`config.mk`:
```
export PLATFORM = sky130hd
export DESIGN_NAME = mem_arbiter
export DESIGN_NICKNAME = d
export VERILOG_FILES = /design/src/rtl/mem_arbiter.sv
export SDC_FILE = /design/constraint.sdc
export NUM_CORES = 1
export LEC_CHECK = 0
export BUFFER_PORTS_ARGS = -buffer_cell sky130_fd_sc_hd__buf_2
export CAP_MARGIN = 20
export CORE_MARGIN = 2
export CORE_UTILIZATION = 40
export CTS_BUF_LIST = sky130_fd_sc_hd__clkbuf_4
export DETAILED_ROUTE_END_ITERATION = 16
export PLACE_DENSITY = 0.66
export SYNTH_ARGS = -nofsm -noshare
export SYNTH_HDL_FRONTEND = slang
export SYNTH_SLANG_ARGS = --single-unit
```
`constraint.sdc`:
```
create_clock -name clk -period 1.8 [get_ports clk]
set_clock_uncertainty 0.2 [all_clocks]
set_input_delay 0.09 -clock clk [delete_from_list [all_inputs] [get_ports clk]]
set_output_delay 0.09 -clock clk [all_outputs]
set_load 0.02 [all_outputs]
```
`src/rtl/mem_arbiter.sv`:
```
// Two-requester memory port arbiter: buffers fetch and data request pulses and
// serializes them onto one memory port, one transaction in flight, dmem first.
module mem_arbiter (
    input  logic        rst,
    input  logic        clk,
    // request layout: {valid, instr, addr[31:0], wdata[31:0], wstrb[3:0]}
    input  logic [69:0] imem_in,
    output logic [32:0] imem_out,
    input  logic [69:0] dmem_in,
    output logic [32:0] dmem_out,
    output logic [69:0] memory_in,
    // response layout: {ready, rdata[31:0]}
    input  logic [32:0] memory_out
);

    typedef enum logic [1:0] {
        IDLE    = 2'b00,
        SERVE_D = 2'b01,
        SERVE_I = 2'b10
    } state_t;

    state_t      state_r;
    state_t      state_s;
    logic        dpend_valid_r;
    logic        dpend_valid_s;
    logic [67:0] dpend_r;
    logic [67:0] dpend_s;
    logic        ipend_valid_r;
    logic        ipend_valid_s;
    logic [67:0] ipend_r;
    logic [67:0] ipend_s;
    logic [69:0] req_r;
    logic [69:0] req_s;

    logic        d_cand_valid_s;
    logic [67:0] d_cand_s;
    logic        i_cand_valid_s;
    logic [67:0] i_cand_s;
    logic        sel_en_s;
    logic        mem_ready_s;

    assign mem_ready_s = memory_out[32];

    // Candidate gathering, buffer loading and request selection
    always_comb begin
        state_s       = state_r;
        req_s         = req_r;
        dpend_valid_s = dpend_valid_r;
        dpend_s       = dpend_r;
        ipend_valid_s = ipend_valid_r;
        ipend_s       = ipend_r;

        // A request arriving this cycle bypasses its buffer into selection.
        d_cand_valid_s = dmem_in[69] | dpend_valid_r;
        i_cand_valid_s = imem_in[69] | ipend_valid_r;
        if (dmem_in[69]) begin
            d_cand_s = dmem_in[67:0];
        end else begin
            d_cand_s = dpend_r;
        end
        if (imem_in[69]) begin
            i_cand_s = imem_in[67:0];
        end else begin
            i_cand_s = ipend_r;
        end

        if (dmem_in[69]) begin
            dpend_valid_s = 1'b1;
            dpend_s       = dmem_in[67:0];
        end else begin
            dpend_valid_s = dpend_valid_r;
        end
        if (imem_in[69]) begin
            ipend_valid_s = 1'b1;
            ipend_s       = imem_in[67:0];
        end else begin
            ipend_valid_s = ipend_valid_r;
        end

        // A ready seen in IDLE is spurious and falls through to plain selection.
        sel_en_s = (state_r == IDLE) | mem_ready_s;

        if (sel_en_s) begin
            if (d_cand_valid_s) begin
                state_s       = SERVE_D;
                req_s         = {1'b1, 1'b0, d_cand_s};
                dpend_valid_s = 1'b0;
            end else if (i_cand_valid_s) begin
                state_s       = SERVE_I;
                req_s         = {1'b1, 1'b1, i_cand_s[67:4], 4'b0000};
                ipend_valid_s = 1'b0;
            end else begin
                state_s = IDLE;
                req_s   = 70'd0;
            end
        end else begin
            state_s = state_r;
        end
    end

    // State, pending buffers and the registered memory request
    always_ff @(posedge clk or negedge rst) begin
        if (!rst) begin
            state_r       <= IDLE;
            dpend_valid_r <= 1'b0;
            dpend_r       <= 68'd0;
            ipend_valid_r <= 1'b0;
            ipend_r       <= 68'd0;
            req_r         <= 70'd0;
        end else begin
            state_r       <= state_s;
            dpend_valid_r <= dpend_valid_s;
            dpend_r       <= dpend_s;
            ipend_valid_r <= ipend_valid_s;
            ipend_r       <= ipend_s;
            req_r         <= req_s;
        end
    end

    assign memory_in = req_r;

    // Responses route back in the same cycle to whichever port owns the transaction.
    always_comb begin
        imem_out = {mem_ready_s & (state_r == SERVE_I), memory_out[31:0]};
        dmem_out = {mem_ready_s & (state_r == SERVE_D), memory_out[31:0]};
    end

endmodule

```
==> flow_results.org, run 1 <==
** Synthesis
- Total standard cell area after synthesis :: 0.00885 mm²
- The cell count after synthesis came out at 738.
- During synthesis, Yosys emitted a total of 0 warnings.
- Mean instance size in the synthesized netlist :: 12.0 µm²
- Cell type with the highest aggregate area in the netlist :: dfrtp_1
- Area fraction of the dominant cell type after synthesis :: 58.0%
- Top cells by instance count after synthesis :: dfrtp_1 (205), mux2_2 (121), buf_4 (72), nor2_1 (72), nand2_1 (69)
- Number of enable flip-flop cells after synthesis :: 0
- In the synthesized netlist the async set-or-reset flop fraction comes to 100%.
- Most common cell in the synthesized netlist :: dfrtp_1
- Unique cell type count in the Yosys netlist :: 24
- Post-synthesis sequential area ratio :: 58.0%
- Synthesized Nets :: 913
- Most common flop cell mapped by yosys :: dfrtp_1
- Number of register bits inferred by synthesis :: 205
- In the post-synthesis netlist, the biggest area contributors are dfrtp_1 (58%), mux2_2 (15%), buf_4 (6.1%), a31oi_1 (4.6%), nand3_1 (3.6%).

** Placement
- The congestion estimate from routability-driven global placement came to 0.781.
- Pre-CTS setup slack :: 237 ps
- Total of buffers placed on input and output ports :: 208
- Sum of net half-perimeters after detailed placement :: 14600 µm

** Floorplan
- The initial utilization of the core area, before any placement, comes to 40.7%.
- Number of top-level design ports :: 311
- Die height :: 153 µm
- The die is 153 µm wide.
- The floorplan has 54 rows.

** Run status
- The flow did not finish.
- Stage at which the run stopped :: clock tree synthesis (4_1_cts)
- First error line in the log :: [ERROR RSZ-0060] Max buffer count reached.

** Clocking
- The clock tree synthesis step divided the H-tree into 2 levels.
- Clock Tree Buf Depth :: 3
- After clock tree synthesis, the setup repair step added 0 buffers.
- CTS placed an instance of clkbuf_4 at the clock tree root.
- In this run, post-CTS repair resized a total of 0 instances.
- Hold buffer count at cts :: 246
- Clock Sink Count :: 205
- Buffers inserted during clock tree synthesis total 53.
[cell families after synthesis]
group	Yosys count	synth area share, %
simple gates	211	10.1
flops	205	58.0
mux	132	17.3
buf+inv	117	9.51
compound gates	73	5.16
[per-stage QoR]
stage,cell area [µm²],instances
floorplan,8850,738
global placement,9790,1134
detailed placement,9790,1134
==> run 2, diff against run 1 <==
CORE_UTILIZATION = 25   (was 40)
CTS_BUF_LIST = unset   (was sky130_fd_sc_hd__clkbuf_4)
PLACE_DENSITY = unset   (was 0.66)
PLACE_DENSITY_LB_ADDON = 0.15   (was unset)
==> flow_results.org, run 2 <==
** Layout
- Number of diodes :: 0
- Commonest non-fill, non-tap cells in the layout :: dlygate4sd3_1 (251), dfrtp_1 (205), buf_2 (205)
- Net count, final :: 1310
- Most common cell after layout, fill and taps aside :: dlygate4sd3_1
- The register with the most flip-flops in the layout has 70 of them.
- After filler insertion, the fill cell instance count of the layout stands at 3455.
- The finished layout holds 1603 standard cells, fillers aside.
- Layout cells sized above 1 :: 35.4%
- Layout Cell Area excl Fill :: 0.0134 mm²
- Area growth from synthesis to layout :: 51.0%

** Setup path
- Data arrival time at the worst-slack endpoint :: 2010 ps
- Critical path type :: primary input to register
- Buffers & Inverters on Critical Path :: 4
- The critical path goes through dlygate4sd3_1 -> buf_4 -> buf_16 -> mux2_2 -> dlygate4sd3_1.
- Among the stages of the critical path, the cell type that occurs most often is dlygate4sd3_1.
- Crit Reg-Reg Startpoint :: dpend_r[33]
- The worst setup path is launched from a primary input.
- R2R Path End :: memory_in[33]
- In this design, the stage delay of the slowest critical-path cell is 560 ps.
- Across all register-to-register paths, the minimum setup slack is 130 ps.
- The number of cells on the worst reg-to-reg path is 4.
- Critical path's top delay family :: buffers and inverters
- Worst-path cell with the longest stage delay :: dlygate4sd3_1
- STA classifies the critical path endpoint as a register.
- Required time of the worst setup path :: 2000 ps
- Critical Path Fanout Max :: 36

** Clocking
- TritonCTS built the clock tree.
- The number of clock sinks was 205 (unchanged).
- CTS H-Tree Depth :: 1 (was 2)
- Root Buffer :: clkbuf_16 (was clkbuf_4)
- Clock-pin slew on the worst setup and hold paths :: 60 ps
- Later-pin clock latency in the skew report :: 520 ps
- Clock Tree Buf Depth :: 3 (unchanged)
- TritonCTS Buffers :: 26 (was 53)

** Synthesis
- Post-synthesis sequential area ratio :: 58.0% (unchanged)
- The yosys synthesis warning count was 0 (unchanged).
- The number of distinct standard cells referenced by the synthesized netlist came to 24 (unchanged).
- Number of register bits inferred by synthesis :: 205 (unchanged)
- Top cells by area in the synthesized netlist: dfrtp_1 (58%), mux2_2 (15%), buf_4 (6.1%), a31oi_1 (4.6%), nand3_1 (3.6%) (unchanged).
- Number of enable flip-flop cells after synthesis :: 0 (unchanged)
- The area share of the largest cell type after synthesis is 58.0% (unchanged).
- The post-synthesis net count is 913 (unchanged).
- Top cells by instance count after synthesis :: dfrtp_1 (205), mux2_2 (121), buf_4 (72), nor2_1 (72), nand2_1 (69) (unchanged)
- The library cell with the largest summed area after synthesis is dfrtp_1 (unchanged).
- The post-synthesis cell count is 738 (unchanged).
- Most common cell in the synthesized netlist :: dfrtp_1 (unchanged)
- Mean instance size in the synthesized netlist :: 12.0 µm² (unchanged)
- The area of the mapped netlist is 0.00885 mm² (unchanged).
- The async set-or-reset flop fraction in the synthesized netlist was 100% (unchanged).
- The prevailing post-synth register cell is dfrtp_1 (unchanged).

** GRT
- The first global-routing pass estimated 40500 µm of wire.
- Largest net degree at the start of global routing :: 89
- The via count of the first global-routing pass was 7470.
- The initial antenna violation count is 0.
- Gr usage total :: 13.8%
- For this run the aggregate overflow at the end of global routing stands at 0.

** Detailed routing
- Detailed router's first-iteration violation count :: 161
- The first detailed-routing pass took 6 iterations.
- The final route contains 6847 vias.
- For this run, design rule violations remaining after detail routing come to 0.
- Routed length per instance :: 16.0 µm
- Dividing the detail-routed via count by the number of cells gives 4.27.
- The detail route stage leaves a number of antenna-violating nets equal to 0.
- The final layout contains routed wiring with a total length of 25700 µm.

** Placement
- Cells after DPL :: 1311 (was 1134)
- The area after detailed placement came to 0.0100 mm² (was 0.00979 mm²).
- The final RePlAce weighted congestion was 0.684 (was 0.781).
- Total of buffers placed on input and output ports :: 208 (unchanged)
- The sum of net half-perimeters after detailed placement was 15700 µm (was 14600 µm).

** Pwr
- VDD sags by at most 0.584 mV.
- Cell area power density :: 1010 mW/mm²
- In this run the static leakage power is 5.96 nW.

** Timing
- After routing, the total negative slack on setup checks comes to -8.56 ps.
- Worst slew margin relative to its limit :: 65.8%
- Max-slew violation count :: 0
- After layout, the worst path uses 100% of the clock period.
- Transition at the pin with the smallest max-transition slack :: 513 ps
- Across all hold checks on the routed design, the worst slack comes to 13.8 ps.
- Setup violations remaining at the end of the flow were counted as 2.
- Crit path time final :: 1810 ps
- Across all setup checks in the final design, the least slack found is -6.54 ps.
- For this run, the top clock speed supported by timing is 0.554 GHz.
- Setup repair after global routing could not meet its margin everywhere.
- Final-report hold violation count :: 0

** Run status
- The final reports fail on negative setup slack.
- Run status: complete, but fails checks (was stopped before the end).

** Floorplan
- Std-Cell Core Area :: 0.0347 mm²
- The boundary pin count is 311 (unchanged).
- Total die area :: 0.0369 mm²
- The die span in y came to 192 µm (was 153 µm).
- DIE WIDTH :: 192 µm (was 153 µm)
- The initial core utilization is 25.5% (was 40.7%).
- The row count was 68 (was 54).

** Hold path
- The path class of the tightest hold or removal check is primary input to register.
- For hold timing, the worst endpoint is dpend_r[7].
- Along the worst hold path, the cell count comes to 3.
- Hold path start :: dmem_in[69]

** Job
- Max-cap violations in this run came to 0.
==> run 2: worst reg2reg max path: stages, from the launching register on <==
cell and delay, ps:
dfrtp_1 350, mux2_2 250, dlygate4sd3_1 580, nand2_1 70
a31oi_1 70
==> run 2: worst max-delay path by stage <==
stage,from,end,cells after the start
3_3_place_gp,dpend_valid_r,memory_in[10],4
2_1_floorplan,memory_in[68],memory_in[10],4
5_1_grt,imem_in[69],ipend_r[22],5
4_1_cts,imem_in[69],ipend_r[26],5
3_5_place_dp,dpend_valid_r,memory_in[59],4
6_report,imem_in[69],ipend_r[22],5
==> run 2: area by class of cell <==
| cell class | count | area (µm²) | share of cell area (%) |
|---|---|---|---|
| flip-flops and latches | 205 | 5130 | 38.4 |
| repair buffers | 486 | 3980 | 29.8 |
| multi-input cells | 416 | 2890 | 21.6 |
| clock buffers | 38 | 757 | 5.66 |
| well taps | 455 | 569 | 4.26 |
| clock inverters | 3 | 40.0 | 0.300 |
==> run 2: per-layer routing <==
layer	wire length, µm	track usage, %
met1	11100	17.3
met2	12900	24.8
met5	0	0
met3	1170	1.88
met4	558	3.90
==> run 2: what timing repair did <==
item	4_1_cts	5_1_grt
setup buffers	0	0
hold buffers	251	0
endpoints found under the hold margin	473	0
setup endpoints to repair	0	34
resized for setup	0	1
==> run 2: where the power goes <==
group	internal [mW]	switching [mW]
sequential	5.24	0.246
clock	3.01	1.93
combinational	1.45	1.68
total	9.70	3.85
==> run 2: metrics by stage <==
step	power, mW	worst slack [ps]	util, %
after global routing	14.3	-41.8	38.5
after CTS	13.8	9.64	38.5
final	13.6	-6.54	38.5
after detailed placement	8.09	150	28.9
after floorplan	7.26	314	-
after global placement	8.06	185	28.9
==> run 2: kinds of logic after synthesis <==
group | after synthesis | share of synthesized area (%)
compound gates | 73 | 5.16
buf+inv | 117 | 9.51
flops | 205 | 58.0
mux | 132 | 17.3
simple gates | 211 | 10.1
No activity file was read; power rests on OpenSTA's default activity.
==> run 3, diff against run 2 <==
ABC_AREA = 1   (was unset)
RECOVER_POWER = 25   (was unset)
==> flow_results.org, run 3 <==
** Run status
- Run status: complete, but fails checks (unchanged).
- Violated checks: negative hold slack (was negative setup slack).

** Setup path
- Critical Path Fanout Max :: 2 (was 36)
- Buffers & Inverters on Critical Path :: 4 (unchanged)
- The most used cell along the critical path was dlygate4sd3_1 (unchanged).
- The number of cells traversed by the worst register-to-register path is 4 (unchanged).
- Worst-path cell chain: dlygate4sd3_1 -> buf_2 -> nand2_1 -> dlygate4sd3_1 -> nand2_1 -> dlygate4sd3_1 (was dlygate4sd3_1 -> buf_4 -> buf_16 -> mux2_2 -> dlygate4sd3_1).
- The nature of the critical path endpoint was a register (unchanged).
- Worst-path cell with the longest stage delay :: dlygate4sd3_1 (unchanged)
- Largest stage delay on the critical path :: 560 ps (about the same)
- The cell family with the largest share of critical-path delay is buffers and inverters (unchanged).
- The data required time of the worst path came to 2010 ps (was 2000 ps).
- Element type at the critical path start :: primary input (unchanged)
- The arrival time at the worst endpoint was 1980 ps (was 2010 ps).
- Worst path depth :: 6 (was 5)
- Critical path type :: primary input to register (unchanged)

** Synthesis
- The prevailing post-synth register cell is dfrtp_1 (unchanged).
- Unique cell type count in the Yosys netlist :: 17 (was 24)
- Total number of yosys warnings :: 0 (unchanged)
- The area of the mapped netlist came to 0.00903 mm² (was 0.00885 mm²).
- Ys async rst share :: 100% (unchanged)
- The post-synthesis share of cell area spent on and, or, nand and nor gates came to 33.3% (was 10.1%).
- The adder-cell area share of the yosys netlist came to 0% (unchanged).
- The post-synthesis cell count is 1141 (was 738).
- Number of register bits inferred by synthesis :: 205 (unchanged)
- Mean instance size in the synthesized netlist :: 7.92 µm² (was 12.0 µm²)
- The area share of the largest cell type after synthesis is 56.8% (was 58.0%).
- The share of synthesized area spent on multiplexers is 0% (was 17.3%).
- The sequential element share of the synthesized area came to 56.8% (was 58.0%).
- Most common cell in the synthesized netlist :: nand2_1 (was dfrtp_1)
- The synthesized-area fraction occupied by ao, oa, aoi and oai cells was 0.623% (was 5.16%).
- The dominant combinational cell family by area after synthesis is simple AND/OR/NAND/NOR gates (was multiplexers).
- The number of enable-type register cells in the synthesized netlist came to 0 (unchanged).
- Cell type with the highest aggregate area in the netlist :: dfrtp_1 (unchanged)
- The post-synthesis net count came to 1316 (was 913).
- Top cells by instance count after synthesis: nand2_1 (790), dfrtp_1 (205), buf_4 (69) (was dfrtp_1 (205), mux2_2 (121), buf_4 (72), nor2_1 (72), nand2_1 (69)).
- Top cells by area in the synthesized netlist :: dfrtp_1 (57%), nand2_1 (33%), buf_4 (5.7%), buf_2 (1.3%), buf_6 (1.0%) (was dfrtp_1 (58%), mux2_2 (15%), buf_4 (6.1%), a31oi_1 (4.6%), nand3_1 (3.6%))
- Synth Area in XOR/XNOR :: 0% (unchanged)

** Timing
- The transition time of the tightest slew-check pin came to 491 ps (was 513 ps).
- The hold violation total from the final report is 3 (was 0).
- Setup_tns :: 0 ps (was -8.56 ps)
- The upper clock frequency limit is 0.563 GHz (was 0.554 GHz).
- Setup repair after global routing missed its margin :: false (was true)
- Max-slew violation count :: 0 (unchanged)
- The count of final setup violators came to 0 (was 2).
- The time the final worst path needs with I/O delays and setup came to 1780 ps (was 1810 ps).
- The worst slew slack as a fraction of its limit came to 67.3% (was 65.8%).
- The final cycle utilization of the critical path was 98.7% (was 100%).
- The final hold slack came to -1.89 ps (was 13.8 ps).

** Placement
- Dpl cell area :: 0.0103 mm² (was 0.0100 mm²)
- The quantity of I/O buffers inserted on ports is 208 (unchanged).
- Cells after DPL :: 1719 (was 1311)
- The final RePlAce weighted congestion came to 0.721 (was 0.684).
- Sum of net half-perimeters after detailed placement :: 17900 µm (was 15700 µm)

** Clocking
- The clock latency reported for the late side of the worst-skew pair is 530 ps (was 520 ps).
- Clock-pin slew on the worst setup and hold paths :: 60 ps (about the same)
- TritonCTS Buffers :: 25 (was 26)
- The number of levels in the clock H-tree came to 1 (unchanged).
- Clock Sink Count :: 205 (unchanged)
- Clock Tree Buf Depth :: 3 (unchanged)
- The TritonCTS clock tree is built (unchanged).
- The buffer type at the clock tree root is clkbuf_16 (unchanged).

** GRT
- GRT met2 Usage :: 27.9% (was 24.8%)
- Wire length of the first global-routing pass :: 49100 µm (was 40500 µm)
- Most used routing layer in global routing :: met2 (unchanged)
- Number of global-route vias before repair :: 8986 (was 7470)
- The total track usage came to 16.2% (was 13.8%).
- M3 GR Usage :: 2.57% (was 1.88%)
- Total gr overflow :: 0 (unchanged)
- M1 GR Usage :: 21.5% (was 17.3%)
- The initial antenna violation count came to 0 (unchanged).
- Largest net degree at the start of global routing :: 69 (was 89)

** Layout
- Most common cell after layout, fill and taps aside :: nand2_1 (was dlygate4sd3_1)
- The area occupied by registers was 0.00513 mm² (unchanged).
- Net count, final :: 1733 (was 1310)
- Fill cell total of the finished layout :: 3694 (was 3455)
- Largest register FFs :: 70 (unchanged)
- Layout cells sized above 1 :: 17.9% (was 35.4%)
- The area used by multi-input combinational logic is 0.00308 mm² (was 0.00289 mm²).
- Commonest non-fill, non-tap cells in the layout: nand2_1 (790), dlygate4sd3_1 (273), dfrtp_1 (205) (was dlygate4sd3_1 (251), dfrtp_1 (205), buf_2 (205)).
- The number of cells in the finished layout apart from fillers came to 2035 (was 1603).
- The total non-filler cell area in the finished layout came to 0.0139 mm² (was 0.0134 mm²).
- The count of inserted antenna diode cells was 0 (unchanged).
- Area growth from synthesis to layout :: 53.6% (was 51.0%)

** Floorplan
- Std-Cell Core Area :: 0.0356 mm² (was 0.0347 mm²)
- The row count was 69 (was 68).
- Number of top-level design ports :: 311 (unchanged)
- Total die area :: 0.0377 mm² (was 0.0369 mm²)
- DIE WIDTH :: 194 µm (was 192 µm)
- Starting Density :: 25.4% (was 25.5%)
- The die span in y is 194 µm (was 192 µm).

** Detailed routing
- Vias per inst :: 4.15 (was 4.27)
- The detailed-routing iteration count for the pre-antenna-repair pass came to 4 (was 6).
- The post-route antenna net violation count was 0 (unchanged).
- Detailed router's first-iteration violation count :: 248 (was 161)
- The total via count after detailed routing is 8445 (was 6847).
- The DRC violations left was 0 (unchanged).
- The total length of routed wires is 30700 µm (was 25700 µm).
- Routed length per instance :: 15.1 µm (was 16.0 µm)

** Pwr
- The power density over the cells was 1010 mW/mm² (about the same).
- The maximum VDD drop came to 0.635 mV (was 0.584 mV).
- Static leakage :: 7.37 nW (was 5.96 nW)

** Hold path
- Worst hold stages :: 5 (was 3)
- Path class of the lowest-slack min-delay path :: primary input to register (unchanged)

** Job
- Max Cap Viol :: 0 (unchanged)
run 3: cell count changes in the layout (fill, tap and decap cells not counted), sizes merged, moves of 8 or more:
| cell | before | now |
|---|---|---|
| nand2 | 69 | 791 |
| mux2 | 132 | 0 |
| nor2 | 73 | 4 |
| a31oi | 65 | 0 |
| nand3 | 64 | 0 |
| dlygate4sd3 | 251 | 273 |
| inv | 0 | 8 |
run 3: area by class of cell:
type	instances	share of cell area (%)
clock inverters	11	1.35
repair buffers	512	30.2
flip-flops and latches	205	37.0
clock buffers	32	4.99
inverters	7	0.207
multi-input cells	807	22.2
well taps	461	4.16
run 3: path summary, 6_finish.rpt:
check,startpoint,end,slack (ps)
max in group asynchronous,rst,ipend_r[13],390
min in group asynchronous,rst,dpend_r[60],440
min,dmem_in[69],dpend_r[61],-2
max,imem_in[6],ipend_r[6],20
min reg2reg,dpend_r[47],dpend_r[47],260
max reg2reg,memory_in[68],memory_in[0],200
run 3: per-stage QoR:
stage | worst slack [ps] | total power, mW | utilization, %
CTS | 19.6 | 14.3 | 39.1
detailed placement | 220 | 8.09 | 28.9
global placement | 236 | 8.09 | 28.9
global route | 5.45 | 14.8 | 39.0
finish | 24.2 | 14.0 | 39.0
floorplan | 415 | 7.17 | -
run 3: per-layer routing:
layer  wire [µm]  up-vias
met5           0        -
met3        1410       47
met4         591        0
li1            -     4208
met2       14500      184
met1       14300     4006
run 3: what timing repair did:
item                                    in CTS  in global routing
endpoints found under the hold margin      473                  0
gates resized for setup                      1                  0
hold buffers                               275                  0
buffers inserted                             0                  0
endpoints found under the setup margin       1                  2
run 3: logic make-up after synthesis:
| kind of cell | count (synthesis) |
|---|---|
| AOI/OAI and AO/OA | 9 |
| buffers and inverters | 129 |
| DFF | 205 |
| and+or+nand+nor | 798 |
run 3: worst reg2reg max path, delay by kind of cell (launching register included):
| family | cells | cell delay, ps |
|---|---|---|
| AO/OA/AOI/OAI | 2 | 410 |
| buffers and inverters | 2 | 480 |
| flip-flops | 1 | 370 |
run 3: where the power goes:
part	internal [mW]	switching, mW
registers	5.20	0.265
clock network	3.41	2.04
logic	1.21	1.89
